===== src/rtl/core_mem_arb.sv =====
// core_mem_arb
//   Arbitrates an instruction-fetch port (I) and a data port (D) onto one
//   memory request/acknowledge channel. Only one transaction is ever in
//   flight. Each transaction goes through IDLE -> REQ -> WAIT -> RESP.
//   A transaction stuck in WAIT for TIMEOUT cycles is completed with zero
//   data and a one-cycle arb_err pulse.
//
//   Build option: define CORE_MEM_ARB_RR_EN to grant simultaneous I/D
//   requests round-robin. Without it, D always wins a tie.
//
// Ports
//   clk, rst_n                     clock, asynchronous active-low reset
//   i_req_val, i_req_addr          fetch request, held until i_ack
//   i_ack, i_ack_rdata             fetch completion pulse and word
//   d_req_val/addr/cop/size/wdata  data request, held until d_ack
//   d_ack, d_ack_rdata             data completion pulse and read data
//   mem_req_val/addr/cop/size/wdata  request to memory
//   mem_req_rdy                    memory accepted the request this cycle
//   mem_ack, mem_ack_rdata         memory response
//   arb_err                        one-cycle pulse on timeout
module core_mem_arb #(
  parameter int TIMEOUT = 1023
) (
  input  logic        clk,
  input  logic        rst_n,
  input  logic        i_req_val,
  input  logic [31:0] i_req_addr,
  output logic        i_ack,
  output logic [31:0] i_ack_rdata,
  input  logic        d_req_val,
  input  logic [31:0] d_req_addr,
  input  logic [2:0]  d_req_cop,
  input  logic [2:0]  d_req_size,
  input  logic [31:0] d_req_wdata,
  output logic        d_ack,
  output logic [31:0] d_ack_rdata,
  output logic        mem_req_val,
  output logic [31:0] mem_req_addr,
  output logic [2:0]  mem_req_cop,
  output logic [2:0]  mem_req_size,
  output logic [31:0] mem_req_wdata,
  input  logic        mem_req_rdy,
  input  logic        mem_ack,
  input  logic [31:0] mem_ack_rdata,
  output logic        arb_err
);

  typedef enum logic [1:0] {IDLE, REQ, WAIT, RESP} state_t;

  // Counter value at which the last permitted WAIT cycle is running.
  localparam logic [15:0] WAIT_LAST = 16'(TIMEOUT - 1);

  state_t      state;
  logic        owner_d;   // 1: current transaction belongs to D
  logic [15:0] wait_cnt;
  logic        grant_d;

`ifdef CORE_MEM_ARB_RR_EN
  logic last_d;           // 1: last grant went to D
  // On a tie, the side that was not granted last wins.
  assign grant_d = d_req_val & (~i_req_val | ~last_d);
`else
  assign grant_d = d_req_val;
`endif

  always_ff @(posedge clk or negedge rst_n) begin
    if (!rst_n) begin
      state         <= IDLE;
      owner_d       <= 1'b0;
      wait_cnt      <= '0;
      mem_req_val   <= 1'b0;
      mem_req_addr  <= '0;
      mem_req_cop   <= '0;
      mem_req_size  <= '0;
      mem_req_wdata <= '0;
      i_ack         <= 1'b0;
      i_ack_rdata   <= '0;
      d_ack         <= 1'b0;
      d_ack_rdata   <= '0;
      arb_err       <= 1'b0;
`ifdef CORE_MEM_ARB_RR_EN
      last_d        <= 1'b0;
`endif
    end else begin
      // Response outputs are single-cycle pulses.
      i_ack       <= 1'b0;
      d_ack       <= 1'b0;
      arb_err     <= 1'b0;
      i_ack_rdata <= '0;
      d_ack_rdata <= '0;
      case (state)
        IDLE: begin
          if (i_req_val || d_req_val) begin
            owner_d     <= grant_d;
            mem_req_val <= 1'b1;
            if (grant_d) begin
              mem_req_addr  <= d_req_addr;
              mem_req_cop   <= d_req_cop;
              mem_req_size  <= d_req_size;
              mem_req_wdata <= d_req_wdata;
            end else begin
              // Fetches are always word reads.
              mem_req_addr  <= i_req_addr;
              mem_req_cop   <= 3'b000;
              mem_req_size  <= 3'b010;
              mem_req_wdata <= '0;
            end
`ifdef CORE_MEM_ARB_RR_EN
            last_d <= grant_d;
`endif
            state <= REQ;
          end
        end
        REQ: begin
          // A mem_ack in the accept cycle is not a completion.
          if (mem_req_rdy) begin
            mem_req_val <= 1'b0;
            wait_cnt    <= '0;
            state       <= WAIT;
          end
        end
        WAIT: begin
          // A real response wins over a simultaneous timeout.
          if (mem_ack || wait_cnt == WAIT_LAST) begin
            i_ack       <= ~owner_d;
            d_ack       <= owner_d;
            i_ack_rdata <= (!owner_d && mem_ack) ? mem_ack_rdata : '0;
            d_ack_rdata <= (owner_d && mem_ack) ? mem_ack_rdata : '0;
            arb_err     <= ~mem_ack;
            state       <= RESP;
          end
          if (!mem_ack) wait_cnt <= wait_cnt + 16'd1;
        end
        RESP: begin
          // Requesters still hold val here; arbitrate only from IDLE.
          state <= IDLE;
        end
        default: state <= IDLE;
      endcase
    end
  end

endmodule


===== config.mk =====
export PLATFORM = sky130hd
export DESIGN_NAME = core_mem_arb
export DESIGN_NICKNAME = d
export VERILOG_FILES = /design/src/rtl/core_mem_arb.sv
export SDC_FILE = /design/constraint.sdc
export NUM_CORES = 1
export LEC_CHECK = 0
export ABC_AREA = 1
export CAP_MARGIN = 5
export CORE_MARGIN = 8
export CORE_UTILIZATION = 35
export CTS_CLUSTER_SIZE = 8
export DETAILED_ROUTE_END_ITERATION = 10
export PLACE_DENSITY = 0.8
export SYNTH_ARGS = -nofsm -noshare
export SYNTH_HDL_FRONTEND = slang
export SYNTH_SLANG_ARGS = --single-unit

===== constraint.sdc =====
create_clock -name clk -period 1.4 [get_ports clk]
set_input_delay 0.42 -clock clk [delete_from_list [all_inputs] [get_ports clk]]
set_output_delay 0.42 -clock clk [all_outputs]
set_load 0.02 [all_outputs]

# [Yosys cells after proc, flatten, opt, wreduce, memory -nomap -nowiden]
# Cells that the tools add are included.
[word_totals] register_bits=157 inputBits=140 output_inout_bits=138 word_cells=62
[op_classes] n_addsub=1 n_eq_ne=8 mux=26 bitwise_logic=2 n_reduce_logical=12
[op_table] operator="$mux 32" count=8
[op_table] operator="$mux 16" count=2
[op_table] operator="$pmux 16 s2" count=1
[op_table] operator="$add 16x1->16 const B" count=1
[op_table] operator="$eq 16x10->1 const B" count=1
[op_table] operator="$reduce_and 3->1" count=3
[op_table] operator="$mux 1" count=8
[op_table] operator="$ne 2x2->1 const B" count=4
[op_table] operator="$pmux 2 s4" count=1
[op_table] operator="$mux 2" count=3
[op_table] operator="$mux 3" count=2
[op_table] operator="$eq 2x2->1 const B" count=2
[op_table] operator="$reduce_bool 2->1" count=2
[op_table] operator="$eq 2x1->1 const B" count=1
[op_table] operator="$logic_and 1x1->1" count=2
[op_table] operator="$logic_not 2->1" count=1
[op_table] operator="$logic_or 1x1->1" count=2
[op_table] operator="$not 1->1" count=2
[op_table] operator="$pmux 1 s2" count=1
[op_table] operator="$reduce_and 2->1" count=1
[op_table] operator="$logic_not 1->1" count=1

# [Logic depth before layout (Yosys ltp)]
# Gate-level depths: netlist of the first run.
[logic_depth] depth_word=5 mapped_depth=12

# [Least setup slack after synthesis of the first run]
# OpenSTA, ideal clock, no wires.
[synth_timing] path_type="reg2reg" start="register state[0]" end="register wait_cnt[9]" setup_time_ns=0.121 t_arrival_ns=1.393 required_time_ns=1.279 path_slack_ns=-0.114 path_stages_with_launch=11 path_buffers=2 synth_period_minus_slack_ns=1.514 cell_sequence="dfrtp_1 > inv_1 > ha_1 > buf_4 > nand2_1 > nand3_1 > buf_4 > nor2_4 > nand3_1 > nor2_1 > nor2_1"
[synth_via] elab_chain_cells=3 elab_cells_between_ends=7 cone_classes="4 x eq/ne; 1 x mux; 2 x reduce/logical"
[synth_lines] element="start: declaration" line="53" rtl="state_t state;"
[synth_lines] element="start signal: assignment" line="68" rtl="state <= IDLE;"
[synth_lines] element="start signal: assignment" line="111" rtl="state <= REQ;"
[synth_lines] element="start signal: assignment" line="119" rtl="state <= WAIT;"
[synth_lines] element="$eq 2x2->1 or $eq 2x1->1 (tied branches)" line="91" rtl="case (state)"
[synth_lines] element="$ne 2x2->1 (no source line) or $reduce_bool 2->1 (tied branches)"
[synth_lines] element="$reduce_and 3->1 (no source line)"
[synth_lines] element="end signal: assignment" line="132" rtl="if (!mem_ack) wait_cnt <= wait_cnt + 16'd1;"
[synth_lines] element="end: declaration" line="55" rtl="logic [15:0] wait_cnt;"
# Several ways; a longest one is shown, not always the timed one.
# A chain may end at the register's enable or synchronous reset.

# [Worst setup path after layout of the first run]
[layout_timing] start="register state[1]" end="register mem_req_addr[8]"
[layout_via] elab_chain_cells=2
[layout_lines] element="$logic_not 2->1" line="91"
[layout_lines] element="$reduce_and 2->1 (no source line)"
[layout_lines] element="end signal: assignment" line="97" rtl="mem_req_addr <= d_req_addr;"
[layout_lines] element="end signal: assignment" line="103" rtl="mem_req_addr <= i_req_addr;"
[layout_lines] element="end: declaration" line="38" rtl="output logic [31:0] mem_req_addr,"
# Every way passes these cells.

==> results.json, run 1 <==
{
  "clockBufferDepth": 2,
  "gp_congestion": 0.9135,
  "required_ns": 1.75,
  "ant_nets": 0,
  "cts_tree": "built",
  "die_area_sq_mm": 0.02243,
  "drt_pass1_iterations": 5,
  "arrival_ns": 1.99,
  "seq_area_frac_synth": 0.6275,
  "route.detailed.wl_per_inst_microns": 19.46,
  "setup_viol": 135,
  "critPathKind": "reg -> reg",
  "grt_pass1_vias": 6323,
  "cts_buffers": 17,
  "wirelength_microns": 24350,
  "finalPower_w": 0.02386,
  "min_period_ns": 1.648,
  "core_area_sq_mm": 0.01778,
  "multi_input_area_sq_mm": 0.002327,
  "synth-xor-area-share": 0,
  "first_iter_violations": 273,
  "num_vias": 6193,
  "synth-adder-area-share": 0.009992,
  "fill_cells": 1307,
  "power.leakage_nw": 5.558,
  "muxShareOfSynthArea": 0,
  "maxSlewHeadroom": 0.7634,
  "fmax_ghz": 0.6069,
  "end_kind": "register",
  "synth_compound_area_frac": 0.1031,
  "grt_start_max_net_pins": 33,
  "synth_fp_nets": 772,
  "grt_pass1_wl_microns": 34850,
  "postSynthCellCount": 627,
  "final_max_slew_viol_count": 0,
  "final_cell_mix": "dfrtp_1, buf_6, clkdlybuf4s50_1",
  "ios": 278,
  "grt_usage": 0.2009,
  "clock_latency_ns": 0.43,
  "area_growth_pct": 86.31,
  "start_util": 0.3521,
  "max-vdd-ir-drop_v": 0.001359,
  "synthDistinctLibCells": 27,
  "finalHoldViolations": 0,
  "crit_buf_inv": 6,
  "cp_slowest_stage_delay_ns": 0.41,
  "antenna_cells": 0,
  "synth_top_family_by_area": "simple AND/OR/NAND/NOR gates",
  "crit_family": "buffers and inverters",
  "path_clk_slew_ns": 0.07,
  "die_h_microns": 149.8,
  "status": "complete, but fails checks",
  "antenna_found_initial": 0,
  "synthSimpleGateAreaFrac": 0.1914,
  "fin_skew_ns": 0.008174,
  "ys_ff_latch": 157,
  "power.density_mw_per_mm2": 2045,
  "cts-root-buf": "clkbuf_16",
  "final_common_cell": "dfrtp_1",
  "clkSinkCount": 157,
  "use_met3": 0.07136,
  "dp_slack_ns": -0.5023,
  "gr-max-usage-layer": "met2",
  "fin_ws_ns": -0.2477,
  "grt_overflow": 0,
  "cap_violations": 0,
  "rows": 49,
  "cp_slowest_cell": "dfrtp_1",
  "worst_slew_pin_slew_ns": 0.3549,
  "seqCellArea_sq_mm": 0.003930,
  "nNetsFinal": 1154,
  "port_buffers": 277,
  "cts-htree-levels": 4,
  "route.detailed.drc": 0,
  "fp.dieW_microns": 149.8,
  "viasPerCell": 4.950,
  "post-dp-hpwl_microns": 15140,
  "avgSynthCellArea_sq_um": 9.986,
  "drive_gt1_frac": 0.3777,
  "hp-class": "in -> async",
  "post-route-period-util": 1.177,
  "met1_usage": 0.2287,
  "yosys_warnings": 0,
  "finish.utilization": 0.6561,
  "rsz0062_at_grt": "true",
  "grt.met2_usage": 0.3421,
  "cp-start-kind": "register",
  "crit_chain": "inv_2, buf_6, ha_4, inv_4, a21oi_4, buf_4, buf_12, clkbuf_16, nor2_4, a31oi_1",
  "syn_area_sq_mm": 0.006261,
  "critical_path.max_fanout": 8,
  "violations": "negative setup slack"
}
-- cell families after synthesis --
logic type	after synthesis
AND/OR/NAND/NOR	278
flip-flops	157
buffers and inverters	98
AO/OA/AOI/OAI	89
adder cells (fa/ha/maj)	5
-- through the flow --
stage          cell area, sq um  TNS [ns]  cells  hold WS (ns)
2_1_floorplan              6295   -0.1980    627        0.1244
3_3_place_gp               9580    -36.06   1142        0.3108
3_5_place_dp               9580    -39.30   1142        0.3165
4_1_cts                   10560    -9.846   1211        0.4303
5_1_grt                   11660    -30.38   1251        0.4531
6_report                  11660    -20.44   1251        0.4497
-- cell type report --
type | instances | share of cell area
timing repair buffer | 400 | 0.3649
sequential | 157 | 0.3369
multi-input combinational | 372 | 0.1995
clock buffer | 18 | 0.03765
tap | 229 | 0.02456
inverter | 61 | 0.02177
clock inverter | 14 | 0.01469
-- synthesized netlist by cell type (all sizes together) --
| master | number | area [sq um] |
|---|---|---|
| o21ai | 9 | 45.04 |
| a21o | 1 | 7.510 |
| buf | 25 | 151.4 |
| o22a | 1 | 8.760 |
| nand4 | 4 | 25.02 |
| a22o | 37 | 324.1 |
| dfrtp | 157 | 3929 |
| a31oi | 33 | 206.5 |
| nor2 | 69 | 286.5 |
| ha | 5 | 62.56 |
| o31ai | 1 | 7.510 |
| a21oi | 7 | 46.30 |
| clkbuf | 12 | 45.04 |
| inv | 61 | 229.0 |
| nand3 | 18 | 95.09 |
| nand2 | 119 | 451.7 |
| nor3 | 68 | 340.3 |
-- where the power goes --
group | internal, W | switching, W
combinational | 0.00647 | 0.00588
clock | 0.00274 | 0.00206
sequential | 0.00576 | 0.000945
total | 0.0150 | 0.00889
-- state kept, by name, indices dropped and copies added (netlist names) --
register,count
d_ack_rdata,32
i_ack_rdata,32
mem_req_addr,32
mem_req_wdata,32
wait_cnt,16
mem_req_cop,3
mem_req_size,3
state,2
arb_err,1
d_ack,1
i_ack,1
mem_req_val,1
owner_d,1
-- final timing paths --
path | depth (start not counted) | to | startpoint | slack [ns]
worst max-delay path | 10 | mem_req_addr[8] | state[1] | -0.25
worst min-delay path | 2 | mem_req_wdata[3] | rst_n | 0.45
worst max register to register | 10 | mem_req_addr[8] | state[1] | -0.25
worst min register to register | 1 | i_ack | owner_d | 0.47
max in group asynchronous | 3 | wait_cnt[8] | rst_n | 0.46
min in group clk | 1 | i_ack | owner_d | 0.47
-- timing repair --
action | 4_1_cts | 5_1_grt
gates resized for setup | 730 | 218
buffers inserted | 28 | 35
pin swaps | 12 | 14
gates cloned | 8 | 8
endpoints found under the hold margin | 16 | 0
setup endpoints to repair | 262 | 252
hold buffers | 1 | 0
-- metal layers --
| layer | share of wire | vias up | routed length [microns] |
|---|---|---|---|
| li1 | - | 2847 | - |
| met3 | 0.091 | 49 | 2212 |
| met4 | 0.029 | 0 | 711 |
| met5 | 0 | - | 0 |
| met2 | 0.51 | 276 | 12520 |
| met1 | 0.37 | 3021 | 8903 |
No activity file was read; power rests on OpenSTA's default activity.
==> inputs of run 2 (changes only) <==
--- a/config.mk
+++ b/config.mk
@@ -6,6 +6,7 @@
 export NUM_CORES = 1
 export LEC_CHECK = 0
 export ABC_AREA = 1
+export ABC_CLOCK_PERIOD_IN_PS = 1400
 export CAP_MARGIN = 5
 export CORE_MARGIN = 8
 export CORE_UTILIZATION = 35
==> results of run 2 <==
The final DEF is identical to that of run 1; final timing and power are the same.
==> inputs of run 3 (changes only) <==
--- a/config.mk
+++ b/config.mk
@@ -5,14 +5,13 @@
 export SDC_FILE = /design/constraint.sdc
 export NUM_CORES = 1
 export LEC_CHECK = 0
-export ABC_AREA = 1
 export ABC_CLOCK_PERIOD_IN_PS = 1400
 export CAP_MARGIN = 5
 export CORE_MARGIN = 8
-export CORE_UTILIZATION = 35
+export CORE_UTILIZATION = 38
 export CTS_CLUSTER_SIZE = 8
 export DETAILED_ROUTE_END_ITERATION = 10
-export PLACE_DENSITY = 0.8
+export PLACE_DENSITY = 0.85
 export SYNTH_ARGS = -nofsm -noshare
 export SYNTH_HDL_FRONTEND = slang
 export SYNTH_SLANG_ARGS = --single-unit
==> results.json, run 3 <==
{
  "status": "complete, but fails checks",
  "violations": "negative setup slack",
  "max-vdd-ir-drop_v": 0.001102,
  "viasPerCell": 4.865,
  "worst-path-stages": 6,
  "cap_violations": 0,
  "fmax_ghz": 0.5947,
  "synth.largest_area_cell": "dfrtp_1",
  "final_cell_mix": "dfrtp_1, nand2_1, clkdlybuf4s50_1",
  "worstReg2RegStart": "state[0]",
  "crit_chain": "inv_2, ha_4, mux2_4, nand4_4, or4_4, a21oi_2",
  "worst_slew_pin_slew_ns": 0.4413,
  "post-dp-hpwl_microns": 15120,
  "synthTopCellsByCount": "dfrtp_1, nand2_1, nor2_1",
  "wirelength_microns": 22550,
  "endpoint": "wait_cnt[15]",
  "die_h_microns": 143.3,
  "critical_path.max_fanout": 5,
  "drt_pass1_iterations": 4,
  "antenna_found_initial": 0,
  "whs_ns": 0.4112,
  "first_iter_violations": 275,
  "maxSlewHeadroom": 0.7058,
  "synth.most_common_cell": "dfrtp_1",
  "path_clk_slew_ns": 0.06,
  "avgSynthCellArea_sq_um": 10.21,
  "area_growth_pct": 73.65,
  "final_cells": 1199,
  "cp_slowest_stage_delay_ns": 0.45,
  "drive_gt1_frac": 0.3187,
  "postSynthCellCount": 603,
  "die_area_sq_mm": 0.02054,
  "route.detailed.drc": 0,
  "clockBufferDepth": 2,
  "grt_start_max_net_pins": 58,
  "cts-htree-levels": 4,
  "rows": 46,
  "required_ns": 1.74,
  "fin_ws_ns": -0.2815,
  "route.detailed.wl_per_inst_microns": 18.81,
  "critPathLaunch": "state[0]",
  "cts_buffers": 17,
  "power.density_mw_per_mm2": 1980,
  "use_met3": 0.09058,
  "cp_slowest_cell": "or4_4",
  "cts-root-buf": "clkbuf_16",
  "gp_congestion": 0.8457,
  "post-route-period-util": 1.201,
  "cts_tree": "built",
  "synthFlopType": "dfrtp_1",
  "grt_pass1_vias": 6106,
  "grt.met2_usage": 0.3484,
  "async_flop_share": 1.000,
  "min_period_ns": 1.681,
  "ant_nets": 0,
  "yosys-top-cells-area": "dfrtp_1, nand2_1, mux2i_1",
  "reg2regPathDepth": 6,
  "grt_overflow": 0,
  "ys_ff_latch": 157,
  "fp.dieW_microns": 143.3,
  "clkSinkCount": 157,
  "post-place-cells": 1118,
  "cp-start-kind": "register",
  "syn_area_sq_mm": 0.006158,
  "nNetsFinal": 1115,
  "yosys_warnings": 0,
  "grt_pass1_wl_microns": 32820,
  "synth_edf_count": 0,
  "finalHoldViolations": 0,
  "clock_latency_ns": 0.42,
  "power.leakage_nw": 5.403,
  "reg2reg_slack_ns": -0.28,
  "seq_area_frac_synth": 0.6380,
  "rsz0062_at_grt": "true",
  "crit_buf_inv": 1,
  "ios": 278,
  "finish.utilization": 0.6732,
  "hp-class": "in -> reg",
  "num_vias": 5833,
  "final_common_cell": "dfrtp_1",
  "synth_fp_nets": 748,
  "port_buffers": 277,
  "core_area_sq_mm": 0.01589,
  "setup_viol": 95,
  "arrival_ns": 2.03,
  "grt_usage": 0.2089,
  "fill_cells": 1213,
  "synthDistinctLibCells": 39,
  "critPathKind": "reg -> reg",
  "worst_r2r_endpoint": "wait_cnt[15]",
  "crit_family": "simple AND/OR/NAND/NOR gates",
  "fin_skew_ns": 0.004860,
  "gr-max-usage-layer": "met2",
  "start_util": 0.3877,
  "final_max_slew_viol_count": 0,
  "end_kind": "register",
  "yosysTopAreaCellShare": 0.6380,
  "met1_usage": 0.2316
}
[run 3: cell count changes after synthesis, sizes merged, moves of 32 or more]
cell / previous run / this run
a31oi: 33 / 1
o21ai: 9 / 43
nor3: 68 / 2
nand2: 119 / 153
a22o: 37 / 0
inv: 61 / 8
mux2i: 0 / 32
[run 3: cell type report]
class | count | area [sq um] | area share
Clock inverter | 10 | 128.9 | 0.01205
Sequential cell | 157 | 3930 | 0.3675
Tap cell | 216 | 270.3 | 0.02527
Inverter | 8 | 30.03 | 0.002808
Clock buffer | 21 | 470.5 | 0.04399
Timing Repair Buffer | 383 | 3618 | 0.3384
Antenna cell | 1 | 2.502 | 0.0002340
Multi-Input combinational cell | 403 | 2243 | 0.2098
[run 3: stage by stage]
stage	cell area [sq um]	total power (W)	TNS (ns)	setup WS, ns
after detailed placement	9668	0.01464	-37.98	-0.5356
final	10690	0.02117	-14.65	-0.2815
after global routing	10690	0.02226	-21.84	-0.3446
after floorplan	6190	0.01021	-1.509	-0.1985
after global placement	9668	0.01437	-35.20	-0.4996
after CTS	10250	0.02014	-13.26	-0.3058
[run 3: kinds of logic after synthesis]
kind of cell    after synthesis  share of synthesized area
compound gates               60                    0.05303
xor+xnor                      6                   0.008533
fa+ha+maj                     5                    0.01016
mux                          34                    0.05628
buf+inv                      45                    0.02987
flops                       157                     0.6380
simple gates                296                     0.2042
[run 3: how the worst min path moves through the flow]
stage / start / cells after the start / slack [ns] / endpoint
5_1_grt: d_req_val / 4 / 0.42 / owner_d
3_5_place_dp: rst_n / 1 / 0.31 / d_ack_rdata[4]
2_1_floorplan: rst_n / 0 / 0.12 / arb_err
4_1_cts: d_req_val / 4 / 0.40 / owner_d
6_report: d_req_val / 4 / 0.41 / owner_d
3_3_place_gp: rst_n / 1 / 0.31 / i_ack_rdata[2]
[run 3: power breakdown]
group          switching [W]  total [W]  leakage (nW)  internal (W)
sequential          0.000800    0.00657          2.08       0.00577
combinational        0.00511    0.00995          3.04       0.00485
clock                0.00185    0.00464         0.291       0.00279
total                0.00776     0.0212          5.40        0.0134
[run 3: per-layer routing]
metal  up-vias  share of wire
li1       2726              -
met1      2791           0.36
met2       277           0.49
met3        39           0.12
met4         0          0.027
met5         -              0
[run 3: what timing repair did]
| action | in CTS | in global routing |
|---|---|---|
| gates resized for setup | 654 | 100 |
| endpoints found under the setup margin | 236 | 180 |
| pin swaps | 23 | 10 |
| setup buffers | 19 | 22 |
| endpoints found under the hold margin | 25 | 0 |
| gates cloned | 9 | 0 |
| hold buffers | 1 | 0 |
[run 3: tightest hold or removal path: cells and delay by family]
kind	cells	cell delay (ns)
simple gates	2	0.09
buf+inv	2	0.27
